===== config.mk =====
export PLATFORM = sky130hd
export DESIGN_NAME = spi_master_driver
export DESIGN_NICKNAME = d
export VERILOG_FILES = /design/src/rtl/spi_master_driver.sv
export SDC_FILE = /design/constraint.sdc
export NUM_CORES = 1
export LEC_CHECK = 0
export ABC_CLOCK_PERIOD_IN_PS = 3000
export CAP_MARGIN = 40
export CORE_ASPECT_RATIO = 0.7
export CORE_MARGIN = 10
export CORE_UTILIZATION = 50
export DETAILED_ROUTE_END_ITERATION = 8
export PLACE_DENSITY = 0.84
export SYNTH_ARGS = -nofsm -noshare
export SYNTH_HDL_FRONTEND = slang
export SYNTH_SLANG_ARGS = --single-unit
export TNS_END_PERCENT = 1

===== constraint.sdc =====
create_clock -name clk_i -period 3 [get_ports clk_i]
set_input_delay 0.75 -clock clk_i [delete_from_list [all_inputs] [get_ports clk_i]]
set_output_delay 0.75 -clock clk_i [all_outputs]
set_load 0.05 [all_outputs]

===== src/rtl/spi_master_driver.sv =====
// SPI mode-0 master: one MSB-first byte per start/ready handshake, with SCLK
// derived from clk_i by CLK_DIV. All SPI-side outputs are registered.
module spi_master_driver #(
    parameter int unsigned CLK_DIV = 4
) (
    input  logic       clk_i,
    input  logic       rst_n_i,
    input  logic       start_i,
    input  logic [7:0] data_in_bi,
    output logic       ready_o,
    output logic       done_o,
    output logic [7:0] data_out_bo,
    output logic       spi_sclk_o,
    output logic       spi_mosi_o,
    input  logic       spi_miso_i,
    output logic       spi_cs_o
);

    typedef enum logic [2:0] {
        S_IDLE,
        S_SETUP,
        S_HIGH,
        S_LOW,
        S_GAP
    } state_t;

    localparam logic [7:0] DIV_LAST = 8'(CLK_DIV - 1);

    state_t     state_q;
    logic [7:0] div_q;
    logic [2:0] bitcnt_q;
    logic [6:0] tx_q;
    logic [7:0] rx_q;
    logic [7:0] data_out_q;
    logic       ready_q;
    logic       done_q;
    logic       sclk_q;
    logic       mosi_q;
    logic       cs_q;
    logic       div_end;

    assign div_end = (div_q == DIV_LAST);

    // tx_q holds only the bits not yet on MOSI; bit 7 goes straight to mosi_q at accept.
    always_ff @(posedge clk_i or negedge rst_n_i) begin
        if (!rst_n_i) begin
            state_q    <= S_IDLE;
            div_q      <= '0;
            bitcnt_q   <= '0;
            tx_q       <= '0;
            rx_q       <= '0;
            data_out_q <= '0;
            ready_q    <= 1'b1;
            done_q     <= 1'b0;
            sclk_q     <= 1'b0;
            mosi_q     <= 1'b0;
            cs_q       <= 1'b1;
        end else begin
            done_q <= 1'b0;
            case (state_q)
                S_IDLE: begin
                    if (start_i) begin
                        tx_q     <= data_in_bi[6:0];
                        rx_q     <= '0;
                        div_q    <= '0;
                        bitcnt_q <= '0;
                        cs_q     <= 1'b0;
                        mosi_q   <= data_in_bi[7];
                        ready_q  <= 1'b0;
                        state_q  <= S_SETUP;
                    end
                end
                S_SETUP: begin
                    if (div_end) begin
                        div_q   <= '0;
                        sclk_q  <= 1'b1;
                        rx_q    <= {rx_q[6:0], spi_miso_i};
                        state_q <= S_HIGH;
                    end else begin
                        div_q <= div_q + 8'd1;
                    end
                end
                S_HIGH: begin
                    if (div_end) begin
                        div_q   <= '0;
                        sclk_q  <= 1'b0;
                        mosi_q  <= tx_q[6];
                        tx_q    <= {tx_q[5:0], 1'b0};
                        state_q <= S_LOW;
                    end else begin
                        div_q <= div_q + 8'd1;
                    end
                end
                S_LOW: begin
                    if (div_end) begin
                        div_q <= '0;
                        if (bitcnt_q != 3'd7) begin
                            bitcnt_q <= bitcnt_q + 3'd1;
                            sclk_q   <= 1'b1;
                            rx_q     <= {rx_q[6:0], spi_miso_i};
                            state_q  <= S_HIGH;
                        end else begin
                            // Final low phase doubles as CS hold time.
                            cs_q       <= 1'b1;
                            mosi_q     <= 1'b0;
                            data_out_q <= rx_q;
                            done_q     <= 1'b1;
                            state_q    <= S_GAP;
                        end
                    end else begin
                        div_q <= div_q + 8'd1;
                    end
                end
                S_GAP: begin
                    if (div_end) begin
                        div_q   <= '0;
                        ready_q <= 1'b1;
                        state_q <= S_IDLE;
                    end else begin
                        div_q <= div_q + 8'd1;
                    end
                end
                default: state_q <= S_IDLE;
            endcase
        end
    end

    assign ready_o     = ready_q;
    assign done_o      = done_q;
    assign data_out_bo = data_out_q;
    assign spi_sclk_o  = sclk_q;
    assign spi_mosi_o  = mosi_q;
    assign spi_cs_o    = cs_q;

endmodule

[Word level (Yosys, flattened, before mapping)]
Index checks and enable logic that the tools add are counted.
W data, S select, Z words.
Storage, ports and cells
  flip-flop bits (word level): 42
  bits in latches: 0
  RAM bits: 0
  memory bits (read-only): 0
  input port bits: 12
  output and inout port bits: 13
  word-level logic and storage cells: 85
  memories: 0
Operators by class
  add/subtract/negate cells: 2
  multiply operators: 0
  divide/modulo/power cells: 0
  magnitude comparators: 0
  equal/unequal tests: 13
  shift operators: 0
  mux-type cells: 39
  bitwise gates (word level): 1
  reduce and logical (&&, ||, !) cells: 19
Operators with widths (number)
  $mux W8: 5
  $mux W3: 9
  $pmux W8 S3: 1
  $reduce_and A5 Y1: 4
  $pmux W8 S2: 1
  $pmux W3 S5: 1
  $mux W1: 14
  $mux W7: 2
  $ne A2 B2 Y1 const B: 7
  $pmux W7 S2: 1
  $reduce_and A3 Y1: 3
  $reduce_bool A3 Y1: 3
  $add A8 B1 Y8 const B: 1
  $eq A8 B2 Y1 const B: 1
  $reduce_and A4 Y1: 2
  $reduce_bool A2 Y1: 4
  $eq A3 B2 Y1 const B: 2
  $pmux W1 S3: 2
  $pmux W3 S2: 1
  $pmux W1 S2: 2
  $reduce_or A4 Y1: 1
  $add A3 B1 Y3 const B: 1
  $eq A3 B1 Y1 const B: 1
  $eq A3 B3 Y1 const B: 1
  other kinds (4): 4

[Logic depth before layout (Yosys ltp)]
Gate-level depths: netlist of run 1.
  depth in word-level cells: 4
  gate-level depth with buffers: 7
  gate-level depth less buffers: 6

[Least setup slack after synthesis of run 1]
OpenSTA, ideal clock, no wires.
  path kind: register to register
  from: register div_q[0]
  to: register data_out_q[0] (netlist: data_out_bo[0])
  library setup time: 0.125 ns
  data arrival time: 2.112 ns
  data required time: 2.875 ns
  setup slack: 0.764 ns
  stages on the path, launching flop included: 7
  buffers on the path: 1
  period minus slack after synthesis: 2.236 ns
  cell sequence: dfrtp_1 ha_1 or4b_1 or3_1 buf_6 nor2_4 mux2_2
On the way
  cells in the longest elaborated chain, start to end: 2
RTL lines
  start, declared: line 30  | logic [7:0] div_q;
  start signal, assigned: line 80  | div_q <= div_q + 8'd1;
  start signal, assigned: line 91  | div_q <= div_q + 8'd1;
  start signal, assigned: line 111  | div_q <= div_q + 8'd1;
  $eq A8 B2 Y1: line 42  | assign div_end = (div_q == DIV_LAST);
  $reduce_and A3 Y1 (no source line)
  end signal, assigned: line 106  | data_out_q <= rx_q;
  end, declared: line 34  | logic [7:0] data_out_q;
Every way passes these cells.
A chain may end at the register's enable or synchronous reset.

[Final worst setup path of run 1]
  from: register div_q[0]
  to: register data_out_q[1] (netlist: data_out_bo[1])
Same word-level chain as after synthesis.

==> metrics.md, run 1 <==
| Metric | Value |
|---|---|
| GR Util met2 | 15.24% |
| Comb power frac | 37.1% |
| Final hold vios | 0 |
| Peak VDD IR | 392.1 uV |
| Vias per inst | 5.642 |
| Run status | finished clean |
| Initial Util | 52.16% |
| Final setup viols | 0 |
| Post-CTS Setup Bufs | 0 |
| Setup TNS | 0 ns |
| Clock tree sinks | 42 |
| Register area | 1054 sq um |
| Post-CTS resize count | 0 |
| R2r setup slk | 0.53 ns |
| GP Congestion | 0.8832 |
| P_int | 1236 uW |
| Fillers | 350 |
| Avg Cell Area, Syn | 10.61 sq um |
| Worst min path class | input pin to async pin |
| WHS | 0.4095 ns |
| Reg2reg end | data_out_bo[1]$_DFFE_PN0P_ |
| Worst path bufs/invs | 0 |
| WS Path Type | register to register |
| Global-route wire length before repair | 6934 microns |
| Rel. slew slack | 56.80% |
| Vias in the first global route | 1374 |
| I/O Pins | 25 |
| Cell area after synthesis | 2058 sq um |
| Largest net degree at the start of global routing | 24 |
| Async SR Flop Fraction | 100.0% |
| Register area share after synthesis | 51.19% |
| Worst path slowest cell | or3_1 |
| DRT antenna net count | 0 |
| Startpoint types | register |
| Clock skew | 0.005810 ns |
| Crit. End Element | register |
| CTS tree | built |
| Buffers on Ports | 24 |
| Most used DFF post-synth | dfrtp_1 |
| Tcrit/Tclk final | 82.30% |
| DR pass1 iterations | 5 |
| Critical path's top delay family | simple AND/OR/NAND/NOR gates |
| Gr ovfl total | 0 |
| Reg power frac | 45.6% |
| Area grow syn2layout | 18.30% |
| Slew of the pin with the lowest slew margin | 0.6412 ns |
| Row cnt | 19 |
| Power per Cell Area | 806.9 nW/um^2 |
| Highest clock rate | 0.4050 GHz |
| Vias | 1529 |
| HPWL Detailed | 3029 microns |
| Die Area | 7124 sq um |
| CP Cell Sequence | ha_1, or4b_1, or3_1, nor2_4, mux2_2 |
| Max cap viols | 0 |
| Layout cell share with drive strength beyond 1 | 11.42% |
| CP peak stage delay | 0.50 ns |
| H-tree depth | 2 |
| M1 GR Usage | 17.57% |
| Critical path arrival | 2.64 ns |
| Cell count after synthesis | 194 |
| Routed Wire Length | 4070 microns |
| Die Y | 73.68 microns |
| Gr busiest metal | met1 |
| Skew-Pair Late Insertion Delay | 0.29 ns |
| Met3 usage | 4.307% |
| CP max FO | 10 |
| Fin nets | 233 |
| Ant. Diodes | 0 |
| Clock Power Share | 17.3% |
| Yosys reg bits | 42 |
| Total GRT Usage | 11.79% |
| Fin crit period | 2.469 ns |
| DR WL/cell | 15.02 microns |
| Yosys synthesis warning count | 0 |
| Sw Ratio | 37.11% |
| Critical Path RT | 3.17 ns |
| LEAKAGE | 0.001059 uW |
| RSZ-0062 raised after global routing | no |
| Core Area | 3946 sq um |
| Unique masters post-synth | 45 |
| Detailed Route Iter0 Violations | 162 |
| Remaining DRCs | 0 |
| Root Driver | clkbuf_8 |
| Worst Reg-to-Reg Cells | 5 |
| Syn Nets | 209 |
| Die width | 96.69 microns |
| Cts bufs inserted | 5 |
| Max-slew violations | 0 |
| Clock transition at path regs | 0.08 ns |
| Initial antenna violation count | 0 |
| Max clock buf depth | 2 |
| Hold-fix buffers, CTS | 0 |
| RR Startpoint | div_q[0]$_DFFE_PN0P_ |
| P_sw | 729.0 uW |
| Footprint of the multi-input gates | 913.4 sq um |
| Post-synth EDFFs | 0 |
-- cell type report --
class	count	area share, %
Inverter	12	1.850
Multi-Input combinational cell	130	37.51
Clock buffer	8	3.289
Tap cell	52	2.672
Sequential cell	42	43.27
Timing Repair Buffer	27	11.41
-- routing by layer --
layer | part of all wire [%] | wire length, microns | vias to the layer above
met2 | 43 | 1738 | 54
met4 | 1.3 | 54 | 0
met5 | 0 | 0 | -
met1 | 50 | 2016 | 730
met3 | 6.4 | 261 | 7
li1 | - | - | 738
-- flip-flops by register name (all words and copies together), names as in the netlist, 3 cells and up --
name         count
bitcnt_q         3
data_out_bo      8
div_q            8
rx_q             8
state_q          3
tx_q             7
-- cells by family after synthesis --
logic type / count (synthesis) / synth area share [%]
muxes: 20 / 10.27
buffers and inverters: 22 / 4.437
adders and majority gates: 3 / 1.824
and+or+nand+nor: 68 / 18.05
DFF: 42 / 51.19
AOI/OAI and AO/OA: 35 / 12.52
xor gates and xnor gates: 4 / 1.702
-- worst register-to-register path, delay by kind of cell, from the launching register on --
family / cells / cell delay (ns)
adders and majority gates: 1 / 0.24
muxes: 1 / 0.38
DFF: 1 / 0.45
and+or+nand+nor: 3 / 1.28
-- through the flow --
| step | utilization, % | cell area, sq um | worst slack, ns | cells | power [uW] |
|---|---|---|---|---|---|
| 2_1_floorplan | - | 2058 | 0.7636 | 194 | 1442 |
| 3_3_place_gp | 58.97 | 2327 | 0.5721 | 262 | 1591 |
| 4_1_cts | 61.70 | 2435 | 0.5313 | 271 | 1974 |
| 6_report | 61.70 | 2435 | 0.5311 | 271 | 1965 |
| 5_1_grt | 61.70 | 2435 | 0.3820 | 271 | 2124 |
| 3_5_place_dp | 59.67 | 2355 | 0.5179 | 263 | 1633 |
-- synthesized netlist by cell type (2+ instances only) --
master	n	area (sq um)
ha_1	3	37.54
dfstp_2	2	52.55
nand2b_1	7	43.79
dfrtp_1	40	1001
nand2_1	20	75.07
o21ai_0	3	15.01
o31ai_1	2	15.01
or4_1	2	15.01
inv_1	12	45.04
clkbuf_1	7	26.28
nand3_1	7	35.03
xor2_1	3	26.28
o221a_1	6	67.56
nor2_1	11	41.29
a31oi_1	5	31.28
nand4_1	2	12.51
mux2i_1	11	110.1
or3_1	3	18.77
a221oi_1	3	26.28
nor2b_1	3	18.77
mux2_2	9	101.4
and3_1	2	12.51
a21oi_1	9	45.04
-- worst max path at each step --
stage                                     from                          to  slack, ns  cells after the start
final                     div_q[0]$_DFFE_PN0P_  data_out_bo[1]$_DFFE_PN0P_       0.53                      5
after CTS                 div_q[0]$_DFFE_PN0P_  data_out_bo[1]$_DFFE_PN0P_       0.53                      5
after global placement                 start_i         rx_q[7]$_DFFE_PN0P_       0.57                      5
after detailed placement               start_i         rx_q[7]$_DFFE_PN0P_       0.52                      5
after floorplan           div_q[0]$_DFFE_PN0P_  data_out_bo[0]$_DFFE_PN0P_       0.76                      6
after global routing      div_q[0]$_DFFE_PN0P_  data_out_bo[5]$_DFFE_PN0P_       0.38                      5
-- power groups by stage --
stage | Sequential (uW) | Combinational [uW] | Clock, uW
after floorplan | 860 | 582 | 0
after global placement | 897 | 695 | 0
after detailed placement | 903 | 730 | 0
after CTS | 894 | 734 | 346
after global routing | 924 | 823 | 378
final | 896 | 728 | 340
-- cells in the final DEF, fill, tap and decap left out, types with 5 or more instances in the layout --
master           Yosys  routed
nand3_1              7       7
clkbuf_8             0       5
a21oi_1              9       9
nand2b_1             7       7
inv_1               12      12
nor2_1              11      11
o221a_1              6       6
nand2_1             20      20
mux2_2               9       9
dfrtp_1             40      40
mux2i_1             11      11
clkdlybuf4s50_1      0      23
a31oi_1              5       5
Note: power is estimated with default switching activity, not from simulation.
==> run 2, diff against run 1 <==
--- a/config.mk
+++ b/config.mk
@@ -5,7 +5,7 @@
 export SDC_FILE = /design/constraint.sdc
 export NUM_CORES = 1
 export LEC_CHECK = 0
-export ABC_CLOCK_PERIOD_IN_PS = 3000
+export ABC_CLOCK_PERIOD_IN_PS = 2600
 export CAP_MARGIN = 40
 export CORE_ASPECT_RATIO = 0.7
 export CORE_MARGIN = 10
==> constraint.sdc (replaced) <==
create_clock -name clk_i -period 2.6 [get_ports clk_i]
set_input_delay 0.65 -clock clk_i [delete_from_list [all_inputs] [get_ports clk_i]]
set_output_delay 0.65 -clock clk_i [all_outputs]
set_load 0.05 [all_outputs]
==> run 2 against run 1 <==
Flip-flop and latch count unchanged. First-iteration DRC count down 19%. Worst hold slack worse by 0.11 ns. Clock power up 27%. Clock skew up 0.0024 ns. Routed wire length up 1.0%. Largest power group unchanged. Highest routed layer unchanged.
==> metrics.md, run 2 (synthesis gave the netlist of run 1 again) <==
| Metric | Value |
|---|---|
| Comb power frac | 36.2% |
| RR Startpoint | div_q[0]$_DFFE_PN0P_ |
| Die Area | 7124 sq um |
| Worst Reg-to-Reg Cells | 5 |
| Area grow syn2layout | 19.94% |
| Run status | finished clean |
| R2r setup slk | 0.13 ns |
| Skew-Pair Late Insertion Delay | 0.30 ns |
| Core Area | 3946 sq um |
| Max clock buf depth | 2 |
| Initial antenna violation count | 0 |
| Gr ovfl total | 0 |
| DR WL/cell | 15.00 microns |
| DR pass1 iterations | 4 |
| RSZ-0062 raised after global routing | no |
| Total GRT Usage | 12.09% |
| Overall power | 2305 uW |
| Rel. slew slack | 59.90% |
| P_int | 1453 uW |
| Hold-fix buffers, CTS | 0 |
| Routed Wire Length | 4111 microns |
| Highest clock rate | 0.4054 GHz |
| Vias per inst | 5.529 |
| WHS | 0.3003 ns |
| Reg2reg end | data_out_bo[1]$_DFFE_PN0P_ |
| I/O Pins | 25 |
| Vias in the first global route | 1473 |
| Post-CTS resize count | 0 |
| Die width | 96.69 microns |
| Cts bufs inserted | 5 |
| Fin nets | 236 |
| Peak VDD IR | 426.4 uV |
| Detailed Route Iter0 Violations | 131 |
| GP Congestion | 0.8650 |
| Post-CTS Setup Bufs | 0 |
| Startpoint types | register |
| CTS tree | built |
| Layout cell share with drive strength beyond 1 | 13.51% |
| Row cnt | 19 |
| Commonest non-fill, non-tap cell in the layout | dfrtp_1 |
| Most frequent cells in the layout | 40 x dfrtp_1, 23 x clkdlybuf4s50_1, 20 x nand2_1 |
| WS Path Type | register to register |
| Setup TNS | 0 ns |
| Fillers | 347 |
| HPWL Detailed | 3063 microns |
| Buffers on Ports | 24 |
| Clock Power Share | 18.7% |
| Initial Util | 52.16% |
| Worst min path class | input pin to async pin |
| Ant. Diodes | 0 |
| Final hold vios | 0 |
| Power per Cell Area | 933.7 nW/um^2 |
| P_sw | 852.0 uW |
| Root Driver | clkbuf_8 |
| Max-slew violations | 0 |
| DRT antenna net count | 0 |
| Critical path arrival | 2.65 ns |
| Slew of the pin with the lowest slew margin | 0.5987 ns |
| CP Cell Sequence | ha_1, or4b_1, or3_1, nor2_4, mux2_2 |
| Clock transition at path regs | 0.08 ns |
| Die Y | 73.68 microns |
| Max cap viols | 0 |
| Final setup viols | 0 |
| Fin crit period | 2.467 ns |
| Critical Path RT | 2.78 ns |
| CP peak stage delay | 0.51 ns |
| Clock skew | 0.008164 ns |
| Vias | 1515 |
| Clock tree sinks | 42 |
| Tcrit/Tclk final | 94.87% |
| LEAKAGE | 0.001082 uW |
| Largest net degree at the start of global routing | 24 |
| Reg power frac | 45.0% |
| Remaining DRCs | 0 |
| Global-route wire length before repair | 7065 microns |
| Worst path slowest cell | or3_1 |
| CP max FO | 10 |
| Crit. End Element | register |
| Sw Ratio | 36.96% |
| H-tree depth | 2 |
-- run 2: cell types whose count changed in the layout (fill, tap and decap cells not counted) --
cell | before | now
clkinv_2 | 0 | 1
clkbuf_8 | 5 | 6
clkbuf_1 | 3 | 1
buf_4 | 2 | 5
-- run 2: critical path: cells and delay by family (launching register included) --
kind / cells / cell delay, ns
simple gates: 3 / 1.28
fa+ha+maj: 1 / 0.25
mux: 1 / 0.38
flops: 1 / 0.44
-- run 2: worst max path at each step --
stage          slack, ns                  from  cells after the start                         end
6_report            0.13  div_q[0]$_DFFE_PN0P_                      5  data_out_bo[1]$_DFFE_PN0P_
4_1_cts             0.12  div_q[0]$_DFFE_PN0P_                      5  data_out_bo[1]$_DFFE_PN0P_
3_5_place_dp        0.12  div_q[0]$_DFFE_PN0P_                      5  data_out_bo[1]$_DFFE_PN0P_
3_3_place_gp        0.18  div_q[0]$_DFFE_PN0P_                      5  data_out_bo[7]$_DFFE_PN0P_
2_1_floorplan       0.36  div_q[0]$_DFFE_PN0P_                      6  data_out_bo[0]$_DFFE_PN0P_
5_1_grt            0.004  div_q[0]$_DFFE_PN0P_                      5  data_out_bo[0]$_DFFE_PN0P_
-- run 2: metrics by stage --
stage / utilization, % / setup WS [ns] / std cells / cell area, sq um
final: 62.56 / 0.1333 / 274 / 2469
after floorplan: - / 0.3636 / 194 / 2058
after detailed placement: 60.24 / 0.1242 / 266 / 2377
after CTS: 62.56 / 0.1182 / 274 / 2469
after global routing: 62.56 / 0.004423 / 274 / 2469
after global placement: 59.54 / 0.1817 / 265 / 2350
-- run 2: power groups by stage --
stage | registers [uW] | clock network, uW | logic [uW]
after floorplan | 992 | 0 | 672
final | 1040 | 432 | 835
after global routing | 1070 | 469 | 942
after CTS | 1030 | 445 | 840
after detailed placement | 1040 | 0 | 837
after global placement | 1040 | 0 | 807
-- run 2: area by class of cell --
cell class / count / area [sq um] / area share (%)
Tap cell: 52 / 65.06 / 2.636
Sequential cell: 42 / 1054 / 42.68
Timing Repair Buffer: 30 / 300.3 / 12.16
Multi-Input combinational cell: 130 / 913.4 / 37.00
Inverter: 12 / 45.04 / 1.825
Clock inverter: 1 / 5.005 / 0.2027
Clock buffer: 7 / 86.33 / 3.497
-- run 2: per-layer routing --
metal	part of all wire, %	vias to the layer above	GRT usage, %
li1	-	743	-
met1	49	727	15.82
met2	43	41	17.38
met3	6.9	4	5.243
met4	1.0	0	4.078
met5	0	-	0
==> edit, RTL diff (settings of run 1) <==
Encoding of `state_t`: now Gray code (3 bits for 5 states).
--- a/src/rtl/spi_master_driver.sv
+++ b/src/rtl/spi_master_driver.sv
@@ -17,11 +17,11 @@
 );
 
     typedef enum logic [2:0] {
-        S_IDLE,
-        S_SETUP,
-        S_HIGH,
-        S_LOW,
-        S_GAP
+        S_IDLE  = 3'b000,
+        S_SETUP = 3'b001,
+        S_HIGH  = 3'b011,
+        S_LOW   = 3'b010,
+        S_GAP   = 3'b110
     } state_t;
 
     localparam logic [7:0] DIV_LAST = 8'(CLK_DIV - 1);
Formal check against the unedited RTL: no difference found for any inputs over 10 cycles, from zero or initial values and one cycle with rst_n_i low; not proved beyond that.
==> edit against run 1 <==
- global-route usage increased by 0.42 points
- routed wire length increased by 0.69%
- register-to-register slack improved by 0.24 ns
- sequential cell count unchanged
- maximum frequency increased by 3.9%
- final area increased by 2.7%
- first-iteration DRC count decreased by 9.3%
- area after synthesis increased by 0.55%
- worst setup slack improved by 0.092 ns
- critical path type is now flop to output port
- critical endpoint is now ready_o
- largest cell class unchanged
Power is not compared: it rests on default switching activity, and its combinational part moved more than twofold at a synthesized area within 25%.
==> edit: results (changes against run 1) <==
outcome=completed; Layout clock buffers=5 (-3); flop2flop setup slack=0.77 ns (+0.24 ns); Adder-Cell Fraction of Synth Area=1.814% (-0.0099 points); Sw Share=19.69%; proportion of synthesized chip area in sequential cells=50.91% (-0.28 points); HPWL Detailed=2907 um (-4.0%); count of yosys warnings during synthesis=0 (unchanged); clk pwr=0.536 mW; Seq/total area=42.14% (-1.1 points); Crit path max-delay family=buffers and inverters; antenna diode instance count=0 (unchanged); per-cell via count in the routed design=5.464 (-3.2%); post-synthesis cell type count=43 (-4.4%); global-route total usage across every layer=12.21% (+0.42 points); Clock Sinks=42 (unchanged); share of final-layout standard cells stronger than drive strength 1=13.51% (+2.1 points); Synth Area in XOR/XNOR=0% (-1.7 points); met1 routing resource usage after global routing=15.77% (-1.8 points); number of gates given a new drive strength after cts=0 (unchanged); complex-gate fraction of the synthesized area=12.64% (+0.11 points); met3 track utilization from global routing=4.775% (+0.47 points); Inverters=17 (+5); Worst R2R Path Depth=4 (-1); Critical Path Max Stage Delay=0.80 ns (+0.30 ns); reg-to-reg critical path endpoint=div_q[6]; mux share of post-synthesis cell area=14.09% (+3.8 points); highest net fanout along the worst path=2 (-8); Slowest-stage cell, CP=clkdlybuf4s50_1; Data arrival, critical path=1.63 ns (-1.01 ns); Post-Route M1 WL=1993 um (-1.1%); setup fix buffers added after clock tree synthesis=0 (unchanged); synthesized net count=211 (+0.96%); sequential cell power=0.575 mW; via count of the first global-routing pass=1508 (+9.8%); first-pass GRT wire length=7293 um (+5.2%); worst slack on hold paths=0.3016 ns (-0.1079 ns); Non-clock buffer share=10.81% (-0.60 points); initial antenna violation count=0 (unchanged); met2 layer usage reported by global route=18.79% (+3.6 points); count of multi-input gates=128 (-1.5%); GP Congestion=0.8397 (-4.9%); maximum number of pins on one net before global-route repair=34 (+42%); number of buffers other than clock buffers in the final layout=27 (unchanged); Met2 Routed Length=1872 um (+7.7%); DR WL met3=198 um (-24%); Worst Skew=0.007215 ns (+0.001405 ns); worst-case setup slack after placement=0.4969 ns (-0.02099 ns); top cells by instance count after synthesis=dfrtp_1 (40), nand2_1 (25), mux2i_1 (19); area fraction of clock buffers and clock inverters=5.506% (+2.2 points); Reg2Reg Launch Point=state_q[0]; remaining max-slew budget at the tightest pin=34.07% (-23 points); leading post-synthesis cells by cell area=dfrtp_1 (48%), mux2i_1 (9.2%), mux2_2 (4.9%), nand2_1 (4.5%), inv_1 (3.1%); Filler cells=328 (-6.3%); number of iterations in the first detailed-routing pass=4 (-1); fraction of area in multi-input gates=36.39% (-1.1 points); final routed wirelength across all metal layers=4098 um (+0.69%); count of routing violations after the opening detailed-route iteration=147 (-9.3%); net count of the finished layout=236 (+1.3%); path class of the lowest-slack min-delay path=primary input to asynchronous set/reset pin
## edit: metrics by stage
| stage | utilization, % | instances | power (mW) | cell area [um^2] |
|---|---|---|---|---|
| after floorplan | - | 196 | 0.5944 | 2069 |
| after global placement | 59.16 | 264 | 0.6225 | 2335 |
| after detailed placement | 59.67 | 265 | 0.6269 | 2355 |
| after CTS | 63.16 | 273 | 1.165 | 2492 |
| after global routing | 63.35 | 274 | 1.192 | 2500 |
| final | 63.35 | 274 | 1.151 | 2500 |
## edit: worst max-delay path by stage
stage | from | to | slack [ns] | cells after the start
global route | state_q[0] | div_q[5] | 0.54 | 4
CTS | ready_o | ready_o | 0.61 | 1
floorplan | div_q[0] | bitcnt_q[1] | 1.26 | 5
detailed placement | start_i | tx_q[6] | 0.50 | 4
finish | ready_o | ready_o | 0.62 | 1
global placement | start_i | tx_q[1] | 0.61 | 4
